**config.mk**
```make
export PLATFORM = sky130hd
export DESIGN_NAME = tetris_button_conditioner
export DESIGN_NICKNAME = d
export VERILOG_FILES = /design/src/rtl/tetris_button_conditioner.sv
export SDC_FILE = /design/constraint.sdc
export NUM_CORES = 1
export LEC_CHECK = 0
export BUFFER_PORTS_ARGS = -buffer_cell sky130_fd_sc_hd__buf_2
export CAP_MARGIN = 20
export CELL_PAD_IN_SITES_DETAIL_PLACEMENT = 2
export CELL_PAD_IN_SITES_GLOBAL_PLACEMENT = 2
export CORE_MARGIN = 3
export CORE_UTILIZATION = 38
export DETAILED_ROUTE_END_ITERATION = 10
export PLACE_DENSITY_LB_ADDON = 0.1
export SLEW_MARGIN = 5
export SYNTH_ARGS = -nofsm -noshare
export SYNTH_HDL_FRONTEND = slang
export SYNTH_SLANG_ARGS = --single-unit
```
**constraint.sdc**
```tcl
create_clock -name clk -period 3.3 [get_ports clk]
set_input_delay 0.165 -clock clk [delete_from_list [all_inputs] [get_ports clk]]
set_output_delay 0.165 -clock clk [all_outputs]
set_load 0.05 [all_outputs]
```
**src/rtl/tetris_button_conditioner.sv**
```systemverilog
// Debounces four raw board buttons and turns presses into one-cycle move/drop/hold pulses,
// with auto-repeat on right and left.
//
// state     | meaning
// ST_IDLE   | waiting for a fresh press (level 0->1 while enabled)
// ST_DELAY  | right/left held, counting down to the first auto-repeat pulse
// ST_REPEAT | right/left held, pulsing every REPEAT_RATE cycles
// ST_HELD   | down/hold already fired for this press, waiting for release
module tetris_button_conditioner #(
  parameter int unsigned DEBOUNCE_CYCLES = 1_000_000,
  parameter int unsigned REPEAT_DELAY    = 20_000_000,
  parameter int unsigned REPEAT_RATE     = 8_000_000,
  parameter int unsigned CNT_W           = 25
) (
  input  logic       clk,
  input  logic       reset,
  input  logic       enable,
  input  logic [3:0] raw_btn,
  output logic       right_move_button,
  output logic       left_move_button,
  output logic       direct_down_button,
  output logic       hold_button,
  output logic [3:0] btn_level
);

  typedef enum logic [1:0] {
    ST_IDLE   = 2'd0,
    ST_DELAY  = 2'd1,
    ST_REPEAT = 2'd2,
    ST_HELD   = 2'd3
  } state_t;

  localparam logic [CNT_W-1:0] DB_LAST    = CNT_W'(DEBOUNCE_CYCLES - 1);
  localparam logic [CNT_W-1:0] DELAY_LAST = CNT_W'(REPEAT_DELAY - 1);
  localparam logic [CNT_W-1:0] RATE_LAST  = CNT_W'(REPEAT_RATE - 1);
  localparam logic [CNT_W-1:0] CNT_ONE    = CNT_W'(1);

  logic [3:0] sync_a;
  logic [3:0] sync_b;
  logic [3:0] level;
  logic [3:0] level_q;
  logic [3:0] press;
  logic [3:0] fire;

  always_ff @(posedge clk or negedge reset) begin
    if (!reset) begin
      sync_a <= '0;
      sync_b <= '0;
    end else begin
      sync_a <= raw_btn;
      sync_b <= sync_a;
    end
  end

  // Level only moves after DEBOUNCE_CYCLES consecutive synced samples disagree with it.
  for (genvar i = 0; i < 4; i++) begin : g_db
    logic [CNT_W-1:0] db_cnt;
    logic             lvl;

    always_ff @(posedge clk or negedge reset) begin
      if (!reset) begin
        db_cnt <= '0;
        lvl    <= 1'b0;
      end else if (sync_b[i] == lvl) begin
        db_cnt <= '0;
      end else if (db_cnt == DB_LAST) begin
        db_cnt <= '0;
        lvl    <= sync_b[i];
      end else begin
        db_cnt <= db_cnt + CNT_ONE;
      end
    end

    assign level[i] = lvl;
  end

  always_ff @(posedge clk or negedge reset) begin
    if (!reset) begin
      level_q <= '0;
    end else begin
      level_q <= level;
    end
  end

  // Edge-based press, so a button held across enable=0 never fires on re-enable.
  assign press = level & ~level_q;

  for (genvar i = 0; i < 2; i++) begin : g_rep
    state_t           state_q;
    state_t           state_d;
    logic [CNT_W-1:0] rcnt_q;
    logic [CNT_W-1:0] rcnt_d;
    logic             fire_d;

    always_ff @(posedge clk or negedge reset) begin
      if (!reset) begin
        state_q <= ST_IDLE;
        rcnt_q  <= '0;
      end else begin
        state_q <= state_d;
        rcnt_q  <= rcnt_d;
      end
    end

    always_comb begin
      state_d = state_q;
      rcnt_d  = rcnt_q;
      fire_d  = 1'b0;
      if (!enable) begin
        state_d = ST_IDLE;
        rcnt_d  = '0;
      end else begin
        case (state_q)
          ST_IDLE: begin
            if (press[i]) begin
              fire_d  = 1'b1;
              state_d = ST_DELAY;
              rcnt_d  = '0;
            end
          end
          ST_DELAY: begin
            if (!level[i]) begin
              state_d = ST_IDLE;
              rcnt_d  = '0;
            end else if (rcnt_q == DELAY_LAST) begin
              fire_d  = 1'b1;
              state_d = ST_REPEAT;
              rcnt_d  = '0;
            end else begin
              rcnt_d = rcnt_q + CNT_ONE;
            end
          end
          ST_REPEAT: begin
            if (!level[i]) begin
              state_d = ST_IDLE;
              rcnt_d  = '0;
            end else if (rcnt_q == RATE_LAST) begin
              fire_d = 1'b1;
              rcnt_d = '0;
            end else begin
              rcnt_d = rcnt_q + CNT_ONE;
            end
          end
          default: begin
            state_d = ST_IDLE;
            rcnt_d  = '0;
          end
        endcase
      end
    end

    assign fire[i] = fire_d;
  end

  for (genvar i = 2; i < 4; i++) begin : g_once
    state_t state_q;
    state_t state_d;
    logic   fire_d;

    always_ff @(posedge clk or negedge reset) begin
      if (!reset) begin
        state_q <= ST_IDLE;
      end else begin
        state_q <= state_d;
      end
    end

    always_comb begin
      state_d = state_q;
      fire_d  = 1'b0;
      if (!enable) begin
        state_d = ST_IDLE;
      end else begin
        case (state_q)
          ST_IDLE: begin
            if (press[i]) begin
              fire_d  = 1'b1;
              state_d = ST_HELD;
            end
          end
          ST_HELD: begin
            if (!level[i]) begin
              state_d = ST_IDLE;
            end
          end
          default: state_d = ST_IDLE;
        endcase
      end
    end

    assign fire[i] = fire_d;
  end

  // Simultaneous right+left is ambiguous, so both are dropped; the FSMs still advance.
  always_ff @(posedge clk or negedge reset) begin
    if (!reset) begin
      right_move_button  <= 1'b0;
      left_move_button   <= 1'b0;
      direct_down_button <= 1'b0;
      hold_button        <= 1'b0;
    end else begin
      right_move_button  <= fire[0] & ~fire[1];
      left_move_button   <= fire[1] & ~fire[0];
      direct_down_button <= fire[2];
      hold_button        <= fire[3];
    end
  end

  assign btn_level = level;

endmodule

```
## Word level (Yosys, flattened, before mapping)

Cells that the tools add are included.

| storage, ports and cells | value |
|---|---|
| register bits after elaboration | 178 |
| input port bits | 7 |
| output and inout port bits | 8 |
| logic and storage cells | 139 |

| cells by class | value |
|---|---|
| add/subtract/negate cells | 6 |
| eq/ne operators | 28 |
| mux-type cells | 62 |
| bitwise gates (word level) | 10 |
| reduce and logical (&&, ||, !) cells | 12 |

Operators by type and width:

| operator | count |
|---|---|
| two-way mux 25 bit | 20 |
| adder 25 x 1 -> 25 bit, second input constant | 6 |
| one-hot mux 25 bit (3 select lines) | 2 |
| equality test 25 x 20 -> 1 bit, second input constant | 4 |
| equality test 25 x 23 -> 1 bit, second input constant | 2 |
| equality test 25 bit, second input constant | 2 |
| two-way mux 2 bit | 16 |
| inequality test 3 bit, second input constant | 8 |
| two-way mux 1 bit | 18 |
| one-hot mux 2 bit (3 select lines) | 2 |
| AND reduction 2 bit | 6 |
| equality test 2 bit, second input constant | 4 |
| zero test 2 bit | 4 |
| inequality test 4 bit, second input constant | 2 |
| one-hot mux 2 bit (2 select lines) | 2 |
| NOT 1 bit | 6 |
| one-hot mux 1 bit (3 select lines) | 2 |
| AND reduction 3 bit | 2 |
| bitwise AND 4 bit | 1 |
| equality test 1 bit | 4 |
| equality test 2 x 1 -> 1 bit, second input constant | 2 |
| NOT 4 bit | 1 |
| bitwise AND 1 bit | 2 |

## Longest topological paths before layout

Gate-level depths: netlist of run 1.

| logic depth | value |
|---|---|
| word-level depth | 7 |
| depth in mapped cells | 9 |
| mapped depth without buffers | 7 |

## Worst setup path before layout of run 1

No wires, ideal clock.

| timing path | value |
|---|---|
| path kind | register -> register |
| from | register g_rep[1].rcnt_q[0] |
| to | register g_rep[1].rcnt_q[15] |
| library setup time | 0.128 ns |
| data arrival time | 2.158 ns |
| path slack | 1.014 ns |
| cell stages (with the launch flop) | 10 |
| buffers on the path | 2 |
| clock period less this slack | 2.286 ns |
| cell sequence | dfrtp_1 ha_1 nand4_2 or3_4 o41ai_4 a21oi_2 buf_2 buf_6 a31oi_1 o31ai_1 |

| on the way | value |
|---|---|
| cells in the longest elaborated chain, start to end | 5 |
| elaborated cells on any way between the ends | 9 |
| classes of those cells | 1 x add/sub; 2 x eq/ne; 6 x mux |

RTL lines:

| item | line | RTL |
|---|---|---|
| start, declared | 91 | `logic [CNT_W-1:0] rcnt_q;` |
| start signal, assigned | 101 | `rcnt_q <= rcnt_d;` |
| adder 25 x 1 -> 25 bit, or another cell as far along | 130, 141 |  |
| two-way mux 25 bit, on equally long branches | 137, 125 |  |
| two-way mux 25 bit, on equally long branches | 134, 122 |  |
| one-hot mux 25 bit (3 select lines) (*) | 113 | `case (state_q)` |
| two-way mux 25 bit (*) | 109 | `if (!enable) begin` |

Mark *: on every way between the ends. The rest lies on a longest branch, timed or not.
A chain may end at the register's enable or synchronous reset.

## Worst setup path after layout of run 1

| timing path | value |
|---|---|
| from | register g_rep[1].rcnt_q[19] |
| to | register g_rep[1].rcnt_q[11] |

| on the way | value |
|---|---|
| cells in the longest elaborated chain, start to end | 5 |
| elaborated cells on any way between the ends | 8 |
| classes of those cells | 2 x eq/ne; 6 x mux |

RTL lines:

| item | line |
|---|---|
| equality test 25 x 23 -> 1 bit / equality test 25 bit (equally long branches) | 137, 125 |
| two-way mux 25 bit, on equally long branches | 137, 125 |
| two-way mux 25 bit, on equally long branches | 134, 122 |
| one-hot mux 25 bit (3 select lines) (*) | 113 |
| two-way mux 25 bit (*) | 109 |

Marked as above.

==> summary.txt, run 1 <==
Status
  – Status: completed

Setup path
  – Worst EP required: 3630 ps
  – Crit path DAT: 3080 ps
  – Reg-to-reg endpoint: g_rep[1].rcnt_q[11]$_DFFE_PN0P_
  – Critical path origin: g_rep[1].rcnt_q[19]$_DFFE_PN0P_
  – Crit path cell chain: nor4bb_1, nand4_1, o41ai_2, a21oi_2, buf_4, a21o_1, a22o_1
  – Crit path buf inv count: 1
  – Reg2Reg Depth: 7
  – Setup CP Type: reg -> reg
  – Worst path depth: 7
  – Worst path slowest cell: o41ai_2
  – R2R setup slack: 550 ps
  – FF-to-FF Start: g_rep[1].rcnt_q[19]$_DFFE_PN0P_
  – Crit path capture: g_rep[1].rcnt_q[11]$_DFFE_PN0P_
  – CP top delay family: compound AO/OA/AOI/OAI gates
  – Critical path peak fanout: 12
  – Slowest cell delay on critical path: 580 ps
  – CP endpoint kind: flip-flop
  – Critical Path Start Type: flip-flop

STA
  – Setup TNS: 0 ps
  – Hold Worst Slack: 138 ps
  – Final Setup Violations: 0
  – Tcrit/Tclk final: 0.833
  – Crit path time final: 2750 ps
  – Final setup margin: 552 ps
  – Worst slew pin tran: 1060 ps
  – Relative slew slack: 0.293
  – Worst Skew: 11.0 ps
  – RSZ-0062 raised after global routing: no
  – Fmax: 0.364 GHz
  – Slew Limit Fails: 0
  – Fin. Hold Viols: 0

Clock network
  – Post-CTS Repair Setup Buffers: 0
  – CTS tree: yes
  – CTS Buffer Depth: 2
  – Latest clock arrival within the worst-skew pair: 450 ps
  – Sink Count: 176
  – Clk slew on worst S/H paths: 70 ps
  – H-tree depth: 4
  – Root Driver: clkbuf_16
  – CTS Buf Count: 17

Yosys
  – Synth warn: 0
  – Seq/Total Area, Yosys: 0.493
  – Synthesized area: 8940 µm²
  – Async S/R FF share, synth: 1.00
  – Top FF cell, synth: dfrtp_1
  – Synth area leader: dfrtp_1
  – Post-Synthesis Cells: 929
  – Net Count, Synth: 950
  – Post-synth top area share: 0.493
  – Mapped Avg Cell Area: 9.62 µm²
  – Top post-synthesis cells by area: dfrtp_1 (49%), xor2_1 (6.4%), nor2_1 (5.8%)
  – Flops & latches, synth: 176
  – Post-synth EDFFs: 0
  – Distinct cells, synth: 66

Global route
  – Global-route wire length before repair: 41600 µm
  – Vias in the first global route: 8001
  – Gr usage total: 0.198
  – Grt ovf: 0
  – Antenna violations before repair: 0
  – Pin count of the biggest net entering global routing: 73

Die
  – DIE WIDTH: 159 µm
  – Initial Utilization: 0.391
  – Cell Rows: 55
  – I/O pin count: 15
  – Die ar.: 25400 µm²
  – Chip height: 159 µm
  – Core footprint: 22800 µm²

Placed design
  – DP Wirelength: 16400 µm
  – PortBufs: 14
  – Placed Instances: 1231
  – RePlAce Congestion: 0.837
  – Place WS: 631 ps

Final layout
  – ANT cells: 0
  – # nets final: 963
  – Non-Filler Instances: 1268
  – Synthesis-to-layout area growth: 11.5%
  – Ratio of cells with drive above 1 in the final layout: 0.0827

Power
  – Power per cell area: 438 nW/µm²
  – VDD IR max: 0.250 mV
  – Leak pwr: 4.18 nW

Route
  – Via count of the routed design: 7015
  – M1 wire length: 10700 µm
  – Number of iterations in the first detailed-routing pass: 4
  – Met3 WL: 426 µm
  – Via/cell ratio: 5.53
  – Remaining antenna violation count after routing: 0
  – Avg WL per Cell: 19.0 µm
  – Post-Route WL: 24100 µm
  – Starting DRC count in detailed routing: 317
  – Met2 WL: 12700 µm
  – Highest Signal Layer: met4
  – DRC Markers: 0

Worst hold path
  – Tightest Hold Check Type: in -> reg

Flow run
  – Max-cap viol count: 0
worst register-to-register path: stages, from the launching register on:
cell and delay (ps):
dfrtp_1 460, nor4bb_1 440, nand4_1 230, o41ai_2 580, a21oi_2 290, buf_4 270
a21o_1 170, a22o_1 190
cell families after synthesis:
family	synth area share
simple gates	0.271
flops	0.493
compound gates	0.0817
xor+xnor	0.0940
buf+inv	0.0287
fa+ha+maj	0.0196
mux	0.0119
metal layers:
| metal | vias to the layer above | global-route usage |
|---|---|---|
| met4 | 0 | 0.0466 |
| met3 | 20 | 0.0356 |
| met5 | - | 0 |
| li1 | 3313 | - |
| met2 | 47 | 0.364 |
| met1 | 3635 | 0.241 |
where the power goes:
| part | leakage (nW) | internal (mW) | switching (mW) |
|---|---|---|---|
| Clock | 0.280 | 1.10 | 0.941 |
| Combinational | 1.47 | 0.0324 | 0.0978 |
| Sequential | 2.43 | 2.17 | 0.0141 |
cells in the mapped netlist, types with 6 or more instances:
library cell and count:
o21ai_0 13, and3_1 30, dfrtp_1 176, and4_1 9
nor4_1 13, nand2b_1 7, a21oi_1 21, nand2_1 72
nor2_1 137, inv_1 22, nor3_1 28, xnor2_1 31
nor4b_1 6, clkbuf_1 27, and2_1 8, a22o_1 6
xor2_1 65, nand4_1 40, ha_1 14, a221o_1 7
o311ai_1 6, nand3_1 87, a31oi_1 7
placed cells by master (no fill, tap or decap), types with 3 or more instances in the layout:
master         count
a21o_1             5
a21oi_1           21
a221o_1            7
a22o_1             6
a22oi_1            3
a31oi_1            7
and2_1             8
and3_1            30
and4_1             9
buf_2             13
buf_4             11
clkbuf_16         17
dfrtp_1          176
dlygate4sd3_1      5
ha_1              14
inv_1             22
inv_6              5
mux2_2             5
mux2i_1            5
nand2_1           72
nand2b_1           7
nand3_1           87
nand3b_1           5
nand4_1           40
nor2_1           137
nor2b_1            4
nor3_1            28
nor3b_1            3
nor4_1            13
nor4_2             3
nor4b_1            6
o21ai_0           13
o22ai_1            5
o311ai_1           6
o31ai_1            4
or2_2              4
or3_1              5
xnor2_1           31
xor2_1            65
cell type report:
| class | count | area [µm²] |
|---|---|---|
| clock buffers | 21 | 460 |
| flip-flops and latches | 176 | 4400 |
| inverters | 22 | 82.6 |
| repair buffers | 31 | 229 |
| fillers | 2471 | 12900 |
| multi-input cells | 694 | 4280 |
| clock inverters | 11 | 120 |
| well taps | 313 | 392 |
registers in the layout (all words and copies together) (netlist names):
| name | cells |
|---|---|
| sync_a | 4 |
| g_rep.state_q | 4 |
| g_db.lvl | 4 |
| g_db.db_cnt | 100 |
| left_move_button | 1 |
| direct_down_button | 1 |
| g_once.state_q | 2 |
| sync_b | 4 |
| level_q | 4 |
| hold_button | 1 |
| right_move_button | 1 |
| g_rep.rcnt_q | 50 |
repair_timing:
item,in CTS,in global routing
hold buffers,5,0
setup endpoints to repair,0,0
hold endpoints to repair,73,0
gates resized for setup,0,0
how the worst min path moves through the flow:
stage / startpoint / end / slack [ps] / cells past startpoint
6_report: enable / g_rep[1].state_q[0]$_DFFE_PN0P_ / 140 / 2
5_1_grt: enable / g_rep[1].state_q[0]$_DFFE_PN0P_ / 140 / 2
4_1_cts: enable / hold_button$_DFF_PN0_ / 130 / 3
3_5_place_dp: reset / g_rep[1].rcnt_q[6]$_DFFE_PN0P_ / 250 / 1
3_3_place_gp: reset / g_rep[1].rcnt_q[6]$_DFFE_PN0P_ / 240 / 1
2_1_floorplan: reset / direct_down_button$_DFF_PN0_ / -130 / 0
stage by stage:
step                utilization  total power, mW  area [µm²]
CTS                       0.436             4.44        9970
global route              0.436             4.54        9970
detailed placement        0.409             2.36        9340
finish                    0.436             4.36        9970
floorplan                     -             2.28        8940
global placement          0.409             2.35        9340
Note: power is estimated with default switching activity, not from simulation.
==> run 2, diff against run 1 <==
--- a/config.mk
+++ b/config.mk
@@ -5,12 +5,13 @@
 export SDC_FILE = /design/constraint.sdc
 export NUM_CORES = 1
 export LEC_CHECK = 0
+export ABC_AREA = 1
 export BUFFER_PORTS_ARGS = -buffer_cell sky130_fd_sc_hd__buf_2
 export CAP_MARGIN = 20
 export CELL_PAD_IN_SITES_DETAIL_PLACEMENT = 2
 export CELL_PAD_IN_SITES_GLOBAL_PLACEMENT = 2
 export CORE_MARGIN = 3
-export CORE_UTILIZATION = 38
+export CORE_UTILIZATION = 34
 export DETAILED_ROUTE_END_ITERATION = 10
 export PLACE_DENSITY_LB_ADDON = 0.1
 export SLEW_MARGIN = 5
==> constraint.sdc (replaced) <==
create_clock -name clk -period 2.35 [get_ports clk]
set_input_delay 0.1175 -clock clk [delete_from_list [all_inputs] [get_ports clk]]
set_output_delay 0.1175 -clock clk [all_outputs]
set_load 0.05 [all_outputs]
==> summary.txt, run 2 <==
Global route
  – Grt ovf: 0 (unchanged)
  – Gr usage total: 0.210 (was 0.198)
  – Pin count of the biggest net entering global routing: 56 (was 73)
  – Vias in the first global route: 10448 (was 8001)
  – Antenna violations before repair: 0 (unchanged)
  – Global-route wire length before repair: 56400 µm (was 41600 µm)

Yosys
  – Seq/Total Area, Yosys: 0.423 (was 0.493)
  – Synth area leader: dfrtp_1 (unchanged)
  – Synth Area in Compound Gates: 0.0744 (was 0.0817)
  – Post-synth EDFFs: 0 (unchanged)
  – Post-synth top cells: nand2_1 (304), nor2_1 (218), dfrtp_1 (176), inv_1 (165), nand3_1 (106) (was dfrtp_1 (176), nor2_1 (137), nand3_1 (87), nand2_1 (72), xor2_1 (65))
  – Top FF cell, synth: dfrtp_1 (unchanged)
  – Synth warn: 0 (unchanged)
  – Post-synth top area share: 0.423 (was 0.493)
  – Main combinational cell family by area after synthesis: simple AND/OR/NAND/NOR gates (unchanged)
  – Top-count cell post-synth: nand2_1 (was dfrtp_1)
  – Post-synthesis adder-cell area fraction: 0.0168 (was 0.0196)
  – Post-synthesis mux area share: 0 (was 0.0119)
  – Mapped Avg Cell Area: 7.40 µm² (was 9.62 µm²)
  – Top post-synthesis cells by area: dfrtp_1 (42%), nand2_1 (11%), nor2_1 (7.9%) (was dfrtp_1 (49%), xor2_1 (6.4%), nor2_1 (5.8%))
  – XOR/XNOR Fraction of Synth Area: 0.0438 (was 0.0940)
  – Post-Synthesis Cells: 1406 (was 929)
  – Flops & latches, synth: 176 (unchanged)
  – Net Count, Synth: 1427 (was 950)
  – Simple-Gate Fraction of Synth Area: 0.367 (was 0.271)
  – Async S/R FF share, synth: 1.00 (unchanged)
  – Synthesized area: 10400 µm² (was 8940 µm²)
  – Distinct cells, synth: 46 (was 66)

Route
  – Number of iterations in the first detailed-routing pass: 4 (unchanged)
  – Met2 WL: 16200 µm (was 12700 µm)
  – Starting DRC count in detailed routing: 444 (was 317)
  – Post-Route WL: 33300 µm (was 24100 µm)
  – Remaining antenna violation count after routing: 0 (unchanged)
  – Via count of the routed design: 9479 (was 7015)
  – Avg WL per Cell: 18.1 µm (was 19.0 µm)
  – M1 wire length: 16200 µm (was 10700 µm)
  – Highest Signal Layer: met4 (unchanged)
  – Via/cell ratio: 5.15 (was 5.53)
  – Met3 WL: 548 µm (was 426 µm)
  – DRC Markers: 0 (unchanged)

Setup path
  – FF-to-FF Start: g_db[0].db_cnt[0]$_DFF_PN0_ (was g_rep[1].rcnt_q[19]$_DFFE_PN0P_)
  – R2R setup slack: 320 ps (was 550 ps)
  – Reg-to-reg endpoint: g_db[0].db_cnt[6]$_DFF_PN0_ (was g_rep[1].rcnt_q[11]$_DFFE_PN0P_)
  – Critical path peak fanout: 5 (was 12)
  – Worst path slowest cell: dfrtp_1 (was o41ai_2)
  – Critical Path Start Type: flip-flop (unchanged)
  – Slowest cell delay on critical path: 420 ps (was 580 ps)
  – Crit path DAT: 2370 ps (was 3080 ps)
  – Crit path top cell by count: nand2_1
  – Reg2Reg Depth: 8 (was 7)
  – Worst EP required: 2690 ps (was 3630 ps)
  – Crit path buf inv count: 0 (was 1)
  – CP endpoint kind: flip-flop (unchanged)
  – Crit path cell chain: ha_1, nand2_1, nor2_2, nand2_1, nor2_2, nand4_1, nand2_1, nor2_1 (was nor4bb_1, nand4_1, o41ai_2, a21oi_2, buf_4, a21o_1, a22o_1)
  – CP top delay family: simple AND/OR/NAND/NOR gates (was compound AO/OA/AOI/OAI gates)
  – Setup CP Type: reg -> reg (unchanged)

Flow run
  – Max-cap viol count: 0 (unchanged)

Final layout
  – Most frequent cells in the layout: nand2_1 (304), nor2_1 (218), dfrtp_1 (176), inv_1 (165), nand3_1 (106) (was dfrtp_1 (176), nor2_1 (137), nand3_1 (87), nand2_1 (72), xor2_1 (65))
  – Largest regs: g_db.db_cnt x100, g_rep.rcnt_q x50 (unchanged)
  – # nets final: 1457 (was 963)
  – Ratio of cells with drive above 1 in the final layout: 0.0828 (was 0.0827)
  – ANT cells: 0 (unchanged)
  – Layout fillers: 3499 (was 2471)
  – Synthesis-to-layout area growth: 11.5% (about the same)
  – Commonest non-fill, non-tap cell in the layout: nand2_1 (was dfrtp_1)
  – Max reg flops: 100 (unchanged)
  – Top reg by flops: g_db.db_cnt (unchanged)

STA
  – RSZ-0062 raised after global routing: no (unchanged)
  – Slew Limit Fails: 0 (unchanged)
  – Fmax: 0.492 GHz (was 0.364 GHz)
  – Hold Worst Slack: 122 ps (was 138 ps)
  – Final setup margin: 316 ps (was 552 ps)
  – Tcrit/Tclk final: 0.866 (was 0.833)
  – Fin. Hold Viols: 0 (unchanged)
  – Crit path time final: 2030 ps (was 2750 ps)
  – Worst slew pin tran: 695 ps (was 1060 ps)
  – Relative slew slack: 0.536 (was 0.293)
  – Worst Skew: 12.0 ps (was 11.0 ps)
  – Final Setup Violations: 0 (unchanged)
  – Setup TNS: 0 ps (unchanged)

Placed design
  – RePlAce Congestion: 0.829 (was 0.837)
  – DP Wirelength: 24800 µm (was 16400 µm)
  – Place WS: 353 ps (was 631 ps)
  – PortBufs: 14 (unchanged)

Die
  – Initial Utilization: 0.348 (was 0.391)
  – I/O pin count: 15 (unchanged)
  – Core footprint: 29900 µm² (was 22800 µm²)
  – DIE WIDTH: 181 µm (was 159 µm)
  – Chip height: 181 µm (was 159 µm)
  – Die ar.: 32800 µm² (was 25400 µm²)
  – Cell Rows: 63 (was 55)

Clock network
  – CTS Buf Count: 17 (unchanged)
  – Latest clock arrival within the worst-skew pair: 450 ps (about the same)
  – H-tree depth: 4 (unchanged)
  – Post-CTS Repair Setup Buffers: 0 (unchanged)
  – Sink Count: 176 (unchanged)
  – CTS Buffer Depth: 2 (unchanged)
  – CTS tree: yes (unchanged)
  – Number of gates resized after CTS: 0 (unchanged)
  – Clk slew on worst S/H paths: 80 ps (was 70 ps)
  – Root Driver: clkbuf_16 (unchanged)

Power
  – Power per cell area: 561 nW/µm² (was 438 nW/µm²)
  – Leak pwr: 4.90 nW (was 4.18 nW)
  – VDD IR max: 0.491 mV (was 0.250 mV)

Worst hold path
  – Tightest Hold Check Type: in -> reg (unchanged)
  – Hold Startpoint: enable (unchanged)
  – Worst hold stages: 3 (was 2)
  – Worst Hold Path EP: g_once[3].state_q[0]$_DFFE_PN0P_ (was g_rep[1].state_q[0]$_DFFE_PN0P_)

Status
  – Status: completed (unchanged)
==> run 2: cell types whose count changed after synthesis, moves of 30 or more <==
| cell | previous run | this run |
|---|---|---|
| nand2_1 | 72 | 304 |
| and3_1 | 30 | 0 |
| inv_1 | 22 | 165 |
| nor2_1 | 137 | 218 |
| a21oi_1 | 21 | 62 |
| nor3_1 | 28 | 68 |
==> run 2: cells by family (layout without fill, tap and decap cells) <==
| kind of cell | Yosys count | after routing |
|---|---|---|
| AND/OR/NAND/NOR | 833 | 833 |
| buffers and inverters | 194 | 237 |
| AO/OA/AOI/OAI | 137 | 137 |
| XOR/XNOR | 52 | 52 |
| flip-flops | 176 | 176 |
| adder cells (fa/ha/maj) | 14 | 14 |
==> run 2: cell type report <==
class | count | area, µm² | area share
Multi-Input combinational cell | 1036 | 5220 | 0.450
Sequential cell | 176 | 4400 | 0.380
Inverter | 169 | 634 | 0.0547
Tap cell | 390 | 488 | 0.0421
Clock buffer | 19 | 433 | 0.0373
Timing Repair Buffer | 36 | 269 | 0.0232
Clock inverter | 13 | 151 | 0.0130
==> run 2: where the power goes <==
| group | internal [mW] | total (mW) | switching (mW) |
|---|---|---|---|
| logic | 0.121 | 0.475 | 0.354 |
| registers | 3.06 | 3.09 | 0.0302 |
| clock network | 1.59 | 2.95 | 1.36 |
==> run 2: worst max-delay path by stage <==
stage / start / to / slack, ps / cells after the start
2_1_floorplan: g_rep[1].state_q[0]$_DFFE_PN0P_ / g_rep[1].rcnt_q[19]$_DFFE_PN0P_ / 710 / 10
3_3_place_gp: g_rep[1].rcnt_q[0]$_DFFE_PN0P_ / g_rep[1].rcnt_q[2]$_DFFE_PN0P_ / 420 / 12
3_5_place_dp: g_db[0].db_cnt[0]$_DFF_PN0_ / g_db[0].db_cnt[6]$_DFF_PN0_ / 350 / 8
4_1_cts: g_db[0].db_cnt[0]$_DFF_PN0_ / g_db[0].db_cnt[6]$_DFF_PN0_ / 320 / 8
5_1_grt: g_db[0].db_cnt[0]$_DFF_PN0_ / g_db[0].db_cnt[6]$_DFF_PN0_ / 110 / 8
6_report: g_db[0].db_cnt[0]$_DFF_PN0_ / g_db[0].db_cnt[6]$_DFF_PN0_ / 320 / 8
==> run 2: repair_timing <==
action,4_1_cts,5_1_grt
hold buffers,5,0
endpoints found under the hold margin,55,0
setup endpoints to repair,0,0
==> run 2: per-layer routing <==
metal	GRT usage	up-vias
met4	0.0411	0
met5	0	-
li1	-	4629
met3	0.0288	20
met1	0.287	4772
met2	0.360	58
==> run 2: worst reg2reg max path, cell delays in order (launching register included) <==
cell and delay [ps]:
dfrtp_1 420, ha_1 240, nand2_1 130, nor2_2 250
nand2_1 150, nor2_2 260, nand4_1 190, nand2_1 210
nor2_1 70
==> run 2: through the flow <==
step,total power [mW],std cells,utilization,cell area [µm²]
after floorplan,3.41,1406,-,10400
after global placement,3.61,1802,0.367,11000
after detailed placement,3.62,1802,0.367,11000
after CTS,6.61,1839,0.388,11600
after global routing,6.79,1839,0.388,11600
final,6.51,1839,0.388,11600
==> run 3, diff against run 2 <==
--- a/config.mk
+++ b/config.mk
@@ -5,13 +5,12 @@
 export SDC_FILE = /design/constraint.sdc
 export NUM_CORES = 1
 export LEC_CHECK = 0
-export ABC_AREA = 1
 export BUFFER_PORTS_ARGS = -buffer_cell sky130_fd_sc_hd__buf_2
 export CAP_MARGIN = 20
 export CELL_PAD_IN_SITES_DETAIL_PLACEMENT = 2
 export CELL_PAD_IN_SITES_GLOBAL_PLACEMENT = 2
 export CORE_MARGIN = 3
-export CORE_UTILIZATION = 34
+export CORE_UTILIZATION = 37
 export DETAILED_ROUTE_END_ITERATION = 10
 export PLACE_DENSITY_LB_ADDON = 0.1
 export SLEW_MARGIN = 5
==> summary.txt, run 3 (synthesized netlist as in run 1, its figures left out) <==
Status
  – Failing checks: setup timing
  – Status: complete, but fails checks (was completed)

STA
  – Final Setup Violations: 1 (was 0)
  – Fmax: 0.424 GHz (was 0.492 GHz)
  – Relative slew slack: 0.597 (was 0.536)
  – Crit path time final: 2360 ps (was 2030 ps)
  – Tcrit/Tclk final: 1.00 (was 0.866)
  – Slew Limit Fails: 0 (unchanged)
  – Final setup margin: -9.26 ps (was 316 ps)
  – Hold Worst Slack: 102 ps (was 122 ps)
  – Worst slew pin tran: 600 ps (was 695 ps)
  – Worst Skew: 10.4 ps (was 12.0 ps)
  – RSZ-0062 raised after global routing: yes (was no)
  – Fin. Hold Viols: 0 (unchanged)

Setup path
  – Crit path DAT: 2670 ps (was 2370 ps)
  – Critical path peak fanout: 6 (was 5)
  – Worst EP required: 2660 ps (was 2690 ps)
  – CP endpoint kind: flip-flop (unchanged)
  – Setup CP Type: reg -> reg (unchanged)
  – Critical Path Start Type: flip-flop (unchanged)

Clock network
  – CTS Buf Count: 17 (unchanged)
  – Clk slew on worst S/H paths: 70 ps (was 80 ps)
  – Sink Count: 176 (unchanged)
  – Latest clock arrival within the worst-skew pair: 430 ps (was 450 ps)
  – CTS Buffer Depth: 2 (unchanged)
  – H-tree depth: 4 (unchanged)
  – Root Driver: clkbuf_16 (unchanged)
  – CTS tree: yes (unchanged)

Final layout
  – Synthesis-to-layout area growth: 18.8% (was 11.5%)
  – ANT cells: 0 (unchanged)
  – Commonest non-fill, non-tap cell in the layout: dfrtp_1 (was nand2_1)
  – Top reg by flops: g_db.db_cnt (unchanged)
  – # nets final: 1027 (was 1457)
  – Max reg flops: 100 (unchanged)
  – Most frequent cells in the layout: dfrtp_1 (176), nor2_1 (137), nand3_1 (86), nand2_1 (71), buf_4 (70) (was nand2_1 (304), nor2_1 (218), dfrtp_1 (176), inv_1 (165), nand3_1 (106))
  – Fin util: 0.450 (was 0.388)
  – Fin area: 10600 µm² (was 11600 µm²)
  – Non-Filler Instances: 1336 (was 1839)
  – Largest regs: g_db.db_cnt x100, g_rep.rcnt_q x50 (unchanged)
  – Ratio of cells with drive above 1 in the final layout: 0.150 (was 0.0828)

Die
  – DIE WIDTH: 161 µm (was 181 µm)
  – Cell Rows: 56 (was 63)
  – Chip height: 161 µm (was 181 µm)
  – Initial Utilization: 0.379 (was 0.348)
  – Die ar.: 26100 µm² (was 32800 µm²)
  – Core footprint: 23600 µm² (was 29900 µm²)
  – I/O pin count: 15 (unchanged)

Placed design
  – Dpl cell area: 9790 µm² (was 11000 µm²)
  – Placed Instances: 1293 (was 1802)
  – DP Wirelength: 18000 µm (was 24800 µm)
  – PortBufs: 14 (unchanged)
  – RePlAce Congestion: 0.810 (was 0.829)

Flow run
  – Max-cap viol count: 0 (unchanged)

Route
  – Number of iterations in the first detailed-routing pass: 4 (unchanged)
  – Starting DRC count in detailed routing: 305 (was 444)
  – Via count of the routed design: 7352 (was 9479)
  – Remaining antenna violation count after routing: 0 (unchanged)
  – DRC Markers: 0 (unchanged)
  – Avg WL per Cell: 19.9 µm (was 18.1 µm)
  – Post-Route WL: 26600 µm (was 33300 µm)
  – Via/cell ratio: 5.50 (was 5.15)

Worst hold path
  – Tightest Hold Check Type: in -> reg (unchanged)

Power
  – Leak pwr: 4.55 nW (was 4.90 nW)
  – Power per cell area: 592 nW/µm² (was 561 nW/µm²)
  – VDD IR max: 0.282 mV (was 0.491 mV)

Global route
  – Pin count of the biggest net entering global routing: 53 (was 56)
  – Gr usage total: 0.210 (about the same)
  – Vias in the first global route: 8428 (was 10448)
  – Grt ovf: 0 (unchanged)
  – Antenna violations before repair: 0 (unchanged)
  – Global-route wire length before repair: 45000 µm (was 56400 µm)
==> run 3: worst paths after layout <==
| path | start | endpoint | slack [ps] | cells after the start |
|---|---|---|---|---|
| worst max-delay path | g_rep[0].rcnt_q[14]$_DFFE_PN0P_ | g_rep[0].rcnt_q[18]$_DFFE_PN0P_ | -9 | 6 |
| max in group asynchronous | reset | g_db[0].db_cnt[19]$_DFF_PN0_ | 1360 | 3 |
| worst min register to register | sync_a[0]$_DFF_PN0_ | sync_b[0]$_DFF_PN0_ | 360 | 0 |
| worst min-delay path | enable | g_once[3].state_q[0]$_DFFE_PN0P_ | 100 | 3 |
| worst max register to register | g_rep[0].rcnt_q[14]$_DFFE_PN0P_ | g_rep[0].rcnt_q[18]$_DFFE_PN0P_ | -9 | 6 |
| min in group asynchronous | reset | g_rep[1].rcnt_q[21]$_DFFE_PN0P_ | 210 | 2 |
==> run 3: area by class of cell <==
type                    count  area [µm²]
clock buffers              19         453
clock inverters            11         156
fillers                  2538       13000
inverters                  22        82.6
multi-input cells         695        4390
flip-flops and latches    176        4400
well taps                 319         399
repair buffers             94         734
==> run 3: power by group <==
group / total, mW / internal (mW) / switching (mW)
registers: 3.07 / 3.05 / 0.0193
logic: 0.201 / 0.0555 / 0.146
clock network: 3.02 / 1.73 / 1.28
total: 6.29 / 4.84 / 1.45
==> run 3: critical path, stage by stage (launching register included) <==
cell and delay (ps):
dfrtp_1 380, or4_4 560, nor4_4 410, a21bo_4 300, a21oi_4 110, and3_1 190, a221o_1 280
==> run 3: routing by layer <==
| layer | wire length (µm) | GRT usage |
|---|---|---|
| met1 | 11900 | 0.265 |
| met4 | 230 | 0.0434 |
| met3 | 346 | 0.0282 |
| met5 | 0 | 0 |
| met2 | 14100 | 0.385 |
==> run 3: per-stage QoR <==
step                      power (mW)  setup slack [ps]  setup TNS [ps]
final                           6.29             -9.26           -9.26
after global placement          3.32              95.4               0
after global routing            6.53              -111           -1030
after floorplan                 3.21              63.9               0
after detailed placement        3.33              10.7               0
after CTS                       6.38              6.26               0
==> run 3: repair_timing <==
item / in CTS / in global routing
setup endpoints to repair: 5 / 53
hold buffers: 5 / 0
gates resized for setup: 1 / 21
gates cloned: 0 / 1
pin swaps: 2 / 13
buffers inserted: 1 / 6
hold endpoints to repair: 51 / 0
